**src/rtl/contador_alarma_temp.sv**
```systemverilog
// Persistence filter for the temperature range comparator: raises cold/heat alarms after a
// run of out-of-range samples, releases them after a run of in-range samples, counts entries.
module contador_alarma_temp #(
  parameter int N_ALARMA  = 4,
  parameter int N_LIBERA  = 2,
  parameter int ANCHO_CNT = 8
) (
  input  logic                 clk,
  input  logic                 rst,
  input  logic                 muestra_valida,
  input  logic                 es_bajo,
  input  logic                 es_alto,
  input  logic                 limpiar,
  output logic                 alarma_frio,
  output logic                 alarma_calor,
  output logic [1:0]           estado,
  output logic [ANCHO_CNT-1:0] cuenta_frio,
  output logic [ANCHO_CNT-1:0] cuenta_calor,
  output logic                 error_entrada
);

  localparam logic [1:0] NORMAL = 2'b00;
  localparam logic [1:0] FRIO   = 2'b01;
  localparam logic [1:0] CALOR  = 2'b10;

  localparam int N_MAX = (N_ALARMA > N_LIBERA) ? N_ALARMA : N_LIBERA;
  localparam int W_R   = (N_MAX > 1) ? $clog2(N_MAX + 1) : 1;

  localparam logic [W_R-1:0] UMBRAL_ALARMA = W_R'(N_ALARMA);
  localparam logic [W_R-1:0] UMBRAL_LIBERA = W_R'(N_LIBERA);

  function automatic logic [ANCHO_CNT-1:0] incr_sat(input logic [ANCHO_CNT-1:0] v);
    return (&v) ? v : v + 1'b1;
  endfunction

  logic [W_R-1:0] racha_frio, racha_calor, racha_lib;
  logic [W_R-1:0] racha_frio_sig, racha_calor_sig, racha_lib_sig;
  logic [W_R-1:0] frio_mas, calor_mas, lib_mas;
  logic [1:0]     estado_sig;
  logic           inc_frio, inc_calor;
  logic           m_bajo, m_alto, m_doble;

  // Double-flag samples fall into neither class, so they behave as NEUTRO.
  assign m_bajo  = muestra_valida & es_bajo & ~es_alto;
  assign m_alto  = muestra_valida & es_alto & ~es_bajo;
  assign m_doble = muestra_valida & es_bajo & es_alto;

  assign frio_mas  = racha_frio + 1'b1;
  assign calor_mas = racha_calor + 1'b1;
  assign lib_mas   = racha_lib + 1'b1;

  always_comb begin
    estado_sig      = estado;
    racha_frio_sig  = racha_frio;
    racha_calor_sig = racha_calor;
    racha_lib_sig   = racha_lib;
    inc_frio        = 1'b0;
    inc_calor       = 1'b0;
    case (estado)
      NORMAL: begin
        if (m_bajo) begin
          racha_calor_sig = '0;
          if (frio_mas == UMBRAL_ALARMA) begin
            estado_sig     = FRIO;
            inc_frio       = 1'b1;
            racha_frio_sig = '0;
            racha_lib_sig  = '0;
          end else begin
            racha_frio_sig = frio_mas;
          end
        end else if (m_alto) begin
          racha_frio_sig = '0;
          if (calor_mas == UMBRAL_ALARMA) begin
            estado_sig      = CALOR;
            inc_calor       = 1'b1;
            racha_calor_sig = '0;
            racha_lib_sig   = '0;
          end else begin
            racha_calor_sig = calor_mas;
          end
        end else if (muestra_valida) begin
          racha_frio_sig  = '0;
          racha_calor_sig = '0;
        end
      end
      FRIO: begin
        if (m_bajo) begin
          racha_lib_sig = '0;
        end else if (muestra_valida) begin
          if (lib_mas == UMBRAL_LIBERA) begin
            estado_sig    = NORMAL;
            racha_lib_sig = '0;
          end else begin
            racha_lib_sig = lib_mas;
          end
        end
      end
      CALOR: begin
        if (m_alto) begin
          racha_lib_sig = '0;
        end else if (muestra_valida) begin
          if (lib_mas == UMBRAL_LIBERA) begin
            estado_sig    = NORMAL;
            racha_lib_sig = '0;
          end else begin
            racha_lib_sig = lib_mas;
          end
        end
      end
      default: begin
        estado_sig      = NORMAL;
        racha_frio_sig  = '0;
        racha_calor_sig = '0;
        racha_lib_sig   = '0;
      end
    endcase
  end

  always_ff @(posedge clk or posedge rst) begin
    if (rst) begin
      estado       <= NORMAL;
      racha_frio   <= '0;
      racha_calor  <= '0;
      racha_lib    <= '0;
      alarma_frio  <= 1'b0;
      alarma_calor <= 1'b0;
    end else begin
      estado       <= estado_sig;
      racha_frio   <= racha_frio_sig;
      racha_calor  <= racha_calor_sig;
      racha_lib    <= racha_lib_sig;
      alarma_frio  <= (estado_sig == FRIO);
      alarma_calor <= (estado_sig == CALOR);
    end
  end

  // Clear beats a coincident increment; a fresh double-flag error beats a coincident clear.
  always_ff @(posedge clk or posedge rst) begin
    if (rst) begin
      cuenta_frio   <= '0;
      cuenta_calor  <= '0;
      error_entrada <= 1'b0;
    end else begin
      if (limpiar)        cuenta_frio <= '0;
      else if (inc_frio)  cuenta_frio <= incr_sat(cuenta_frio);
      if (limpiar)        cuenta_calor <= '0;
      else if (inc_calor) cuenta_calor <= incr_sat(cuenta_calor);
      if (m_doble)        error_entrada <= 1'b1;
      else if (limpiar)   error_entrada <= 1'b0;
    end
  end

endmodule
```
**config.mk**
```make
export PLATFORM = sky130hd
export DESIGN_NAME = contador_alarma_temp
export DESIGN_NICKNAME = d
export VERILOG_FILES = /design/src/rtl/contador_alarma_temp.sv
export SDC_FILE = /design/constraint.sdc
export NUM_CORES = 1
export LEC_CHECK = 0
export CELL_PAD_IN_SITES_DETAIL_PLACEMENT = 0
export CELL_PAD_IN_SITES_GLOBAL_PLACEMENT = 1
export CORE_MARGIN = 2
export CORE_UTILIZATION = 40
export DETAILED_ROUTE_END_ITERATION = 8
export PLACE_DENSITY_LB_ADDON = 0.1
export SLEW_MARGIN = 10
export SYNTH_ARGS = -nofsm -noshare
export SYNTH_HDL_FRONTEND = slang
export SYNTH_SLANG_ARGS = --single-unit
```
**constraint.sdc**
```tcl
create_clock -name clk -period 2.4 [get_ports clk]
set_input_delay 0.48 -clock clk [delete_from_list [all_inputs] [get_ports clk]]
set_output_delay 0.48 -clock clk [all_outputs]
set_load 0.05 [all_outputs]
```
# Yosys cells after proc, flatten, opt, wreduce, memory -nomap -nowiden
# Index checks and enable logic that the tools add are counted.
# totals
register_bits,30
latchBits,0
ram_bits,0
rom_bits,0
in_bits,6
out_inout_bits,21
n_memories,0
# op_classes
n_addsub,5
n_mul,0
div,0
order_cmp,0
n_eq_ne,13
shifts,0
mux,42
n_bitwise,8
n_reduce_logical,11
# ops
operator,n
two-way mux 8 bit,6
two-way mux 3 bit,15
adder 8 x 1 -> 8 bit (second input constant),2
two-way mux 2 bit,8
AND reduction 8 bit,2
one-hot mux 3 bit (2 select lines),2
adder 3 x 1 -> 3 bit (second input constant),3
two-way mux 1 bit,9
inequality test 3 bit (second input constant),3
one-hot mux 3 bit (3 select lines),1
equality test 3 bit (second input constant),2
one-hot mux 2 bit (3 select lines),1
AND reduction 2 bit,3
nonzero test 2 bit,3
AND 1 bit,5
equality test 2 x 1 -> 1 bit (second input constant),2
equality test 2 bit (second input constant),2
inequality test 2 bit (second input constant),2
inequality test 4 bit (second input constant),1
equality test 3 x 2 -> 1 bit (second input constant),1
NOT 1 bit,3
AND reduction 3 bit,1
zero test 2 bit,1
OR reduction 2 bit,1

# Longest topological paths before layout
# depth
depth_word,8
mapped_depth,8

# Least setup slack after synthesis
# OpenSTA, ideal clock, no wires.
# synth_path
kind,register to register
startpoint,register estado[0]
endpoint,register cuenta_frio[5]
setup_time_ns,0.132
arrival_ns,2.064
required_time_ns,2.268
path_slack_ns,0.204
path_stages_with_launch,9
n_path_buf,1
period_less_slack_ns,2.196
path_cell_list,dfrtp_1 -> inv_1 -> ha_1 -> nand4b_2 -> or3_1 -> buf_6 -> nor4_4 -> xnor2_1 -> nor2_1
# synth_via
elab_chain_len,4
# synth_lines
element,line_no,text
from (decl),16,"output logic [1:0] estado,"
from (signal assigned),128,estado <= estado_sig;
zero test 2 bit,59,case (estado)
two-way mux 1 bit,59,
nonzero test 2 bit (no source line),--,
AND reduction 2 bit (no source line),--,
to (signal assigned),145,else if (inc_frio) cuenta_frio <= incr_sat(cuenta_frio);
to (decl),17,"output logic [ANCHO_CNT-1:0] cuenta_frio,"
# No other way between the ends.
# A chain may end at the register's enable or synchronous reset.

# Worst setup path after layout
# Ends and elaborated chain as after synthesis.

==> flow_metrics.tcl <==
set metrics [dict create \
    cts_sinks 30 \
    synth_area_um2 1730 \
    die_x_um 69.8 \
    fill_cells 356 \
    crit_family "simple AND/OR/NAND/NOR gates" \
    slowest_stage "or3_1" \
    worst_pin_slew_ns 0.664 \
    wl_mm 3.53 \
    top_usage_layer "met2" \
    maxCapViolCount 0 \
    rr_worst_depth 7 \
    ys_seq_elements 30 \
    place_inst 262 \
    fin_skew_ns 0.00642 \
    grt_remaining_overflow 0 \
    synth_warnings 0 \
    vias 1423 \
    timing.hold.ws_ns 0.500 \
    firstDrtPassIters 4 \
    drv_slew 0 \
    drc 0 \
    crit_path_cell_trace "inv_1 > ha_1 > nand4b_2 > or3_1 > nor4_4 > xnor2_1 > nor2_1" \
    fin_crit_ns 2.16 \
    postCtsSetupBuffers 0 \
    crit_path_end "cuenta_frio[5]$_DFFE_PP0P_" \
    hold_viol_final 0 \
    synthFlopType "dfrtp_1" \
    avgSynthCellArea_um2 9.52 \
    reg2reg_slack_ns 0.24 \
    cp.arrival_ns 2.31 \
    cp.buffers_inverters 1 \
    die_y_um 69.8 \
    wire_per_inst_um 13.1 \
    drt_iter0_drc 65 \
    detail-route-antenna-nets 0 \
    seq_area_frac_synth_pct 43.3 \
    grt_usage_pct 15.2 \
    post-route-util_pct 53.8 \
    p_leak_nw 0.934 \
    io_pins 27 \
    hold_class "flop to flop" \
    layout_common_cells "dfrtp_1 (30), clkdlybuf4s50_1 (26), nor2_1 (18), inv_1 (15), nand2_1 (15)" \
    cts.path.max_buffers 2 \
    finalCritPeriodShare_pct 90.1 \
    path_class "flop to flop" \
    clockRootBuffer "clkbuf_8" \
    grt_pass1_wl_mm 5.85 \
    synth_area_leaders "dfrtp_1 (43%), ha_1 (8.7%), xnor2_1 (6.6%), nor2_1 (3.9%), inv_1 (3.2%)" \
    core_region_area_um2 4090 \
    max_freq_ghz 0.462 \
    setup_viol 0 \
    synth_cell_types 40 \
    rows 23 \
    drt-vias-per-instance 5.27 \
    critPathLaunchType "flop" \
    layout_commonest_cell "dfrtp_1" \
    final_layout_size_suffix_gt1_share_pct 10.0 \
    netlist_instances 182 \
    cpPeakStageDelay_ns 0.54 \
    maxSlewHeadroom_pct 55.4 \
    die-area_um2 4870 \
    portBuffers 26 \
    use_met3_pct 4.22 \
    r2r_end "cuenta_frio[5]$_DFFE_PP0P_" \
    finalWeightedCongestion 0.874 \
    syn_to_final_growth_pct 26.9 \
    startpoint "estado[0]$_DFF_PP0_" \
    crit_required_ns 2.54 \
    grt_util_met1_pct 17.9 \
    cp-end-kind "flop" \
    rr_startpoint "estado[0]$_DFF_PP0_" \
    syn-num-nets 200 \
    status "finished, final reports clean" \
    rsz0062_at_grt "no" \
    synth-edff-count 0 \
    hpwl_mm 2.61 \
    cts_max_level 2 \
    fin_cells 270 \
    diodes 0 \
    critPathMaxFanout 8 \
    vdd_ir_drop_max_mv 0.177 \
    critical_path_cell_count 7 \
    grt_pass1_vias 1333 \
    numCtsBuffers 5 \
    yosys.area.top_type "dfrtp_1" \
    tritoncts "yes" \
    pwr_density_cell_nw_per_um2 489 \
    antenna_found_initial 0 \
    start_util_pct 42.4 \
    grt_max_degree 31 \
    nNetsFinal 237 \
    clock_latency_ns 0.28 \
    met2_usage_pct 25.6 \
    yosys.area.top_type_share_pct 43.3 \
    cts-resized-gates 0 \
    synth_async_sr_flop_share_pct 100 \
    hold_buffers 0 \
    clk_pin_slew_ns 0.07 \
]
synth_stat cells, types with 3 or more instances:
| cell | n |
|---|---|
| inv_1 | 15 |
| nor2b_1 | 4 |
| nor3_1 | 7 |
| ha_1 | 12 |
| nand2_1 | 15 |
| o41ai_1 | 3 |
| o21ai_0 | 8 |
| a21oi_1 | 6 |
| nor4_1 | 5 |
| nand3_1 | 7 |
| nor2_1 | 18 |
| nand4_1 | 3 |
| o31ai_1 | 5 |
| dfrtp_1 | 30 |
| xnor2_1 | 13 |
flip-flops by register name, indices dropped and copies added (netlist names):
name           cells
racha_frio         3
alarma_calor       1
cuenta_frio        8
alarma_frio        1
error_entrada      1
cuenta_calor       8
racha_calor        3
racha_lib          3
estado             2
routing by layer:
metal	vias up	part of all wire (%)
met1	677	45
met3	6	4.3
met2	29	48
li1	711	-
met4	0	1.8
met5	-	0
cells by family (layout without fill, tap and decap cells):
kind of cell | count (synthesis) | count (layout) | synth area share, %
DFF | 30 | 30 | 43.3
AOI/OAI and AO/OA | 34 | 34 | 13.0
and+or+nand+nor | 73 | 73 | 23.1
adders and majority gates | 12 | 12 | 8.66
buffers and inverters | 18 | 56 | 4.33
xor gates and xnor gates | 15 | 15 | 7.58
where the power goes:
| group | switching [mW] | internal [mW] | leakage [nW] |
|---|---|---|---|
| clock | 0.202 | 0.305 | 0.0579 |
| sequential | 0.00366 | 0.509 | 0.417 |
| combinational | 0.0340 | 0.0199 | 0.459 |
per-stage QoR:
stage | setup slack [ns] | power, mW | setup TNS (ns) | instance area (um2)
floorplan | 0.204 | 0.550 | 0 | 1730
detailed placement | -0.00348 | 0.578 | -0.00348 | 2090
finish | 0.237 | 1.07 | 0 | 2200
CTS | 0.210 | 1.09 | 0 | 2200
global route | 0.0705 | 1.12 | 0 | 2200
global placement | 0.0443 | 0.576 | 0 | 2090
worst reg2reg max path: stages, from the launching register on:
cell and delay [ns]:
dfrtp_1 0.43, inv_1 0.12, ha_1 0.26, nand4b_2 0.14, or3_1 0.54, nor4_4 0.34
xnor2_1 0.14, nor2_1 0.05
area by class of cell:
cell class	instances	area [um2]	share of cell area (%)
Multi-Input combinational cell	134	907	41.3
Tap cell	50	62.6	2.85
Clock buffer	5	68.8	3.13
Timing Repair Buffer	33	313	14.2
Inverter	15	56.3	2.56
Clock inverter	3	40.0	1.82
Sequential cell	30	751	34.1
how the worst min path moves through the flow:
stage	start	end	slack, ns	depth (start not counted)
after CTS	racha_calor[2]$_DFFE_PP0P_	racha_calor[2]$_DFFE_PP0P_	0.50	1
after global routing	racha_calor[2]$_DFFE_PP0P_	racha_calor[2]$_DFFE_PP0P_	0.53	1
after detailed placement	racha_calor[2]$_DFFE_PP0P_	racha_calor[2]$_DFFE_PP0P_	0.50	1
final	racha_calor[2]$_DFFE_PP0P_	racha_calor[2]$_DFFE_PP0P_	0.50	1
after global placement	racha_calor[2]$_DFFE_PP0P_	racha_calor[2]$_DFFE_PP0P_	0.48	1
after floorplan	racha_calor[2]$_DFFE_PP0P_	racha_calor[2]$_DFFE_PP0P_	0.47	1
No activity file was read; power rests on OpenSTA's default activity.
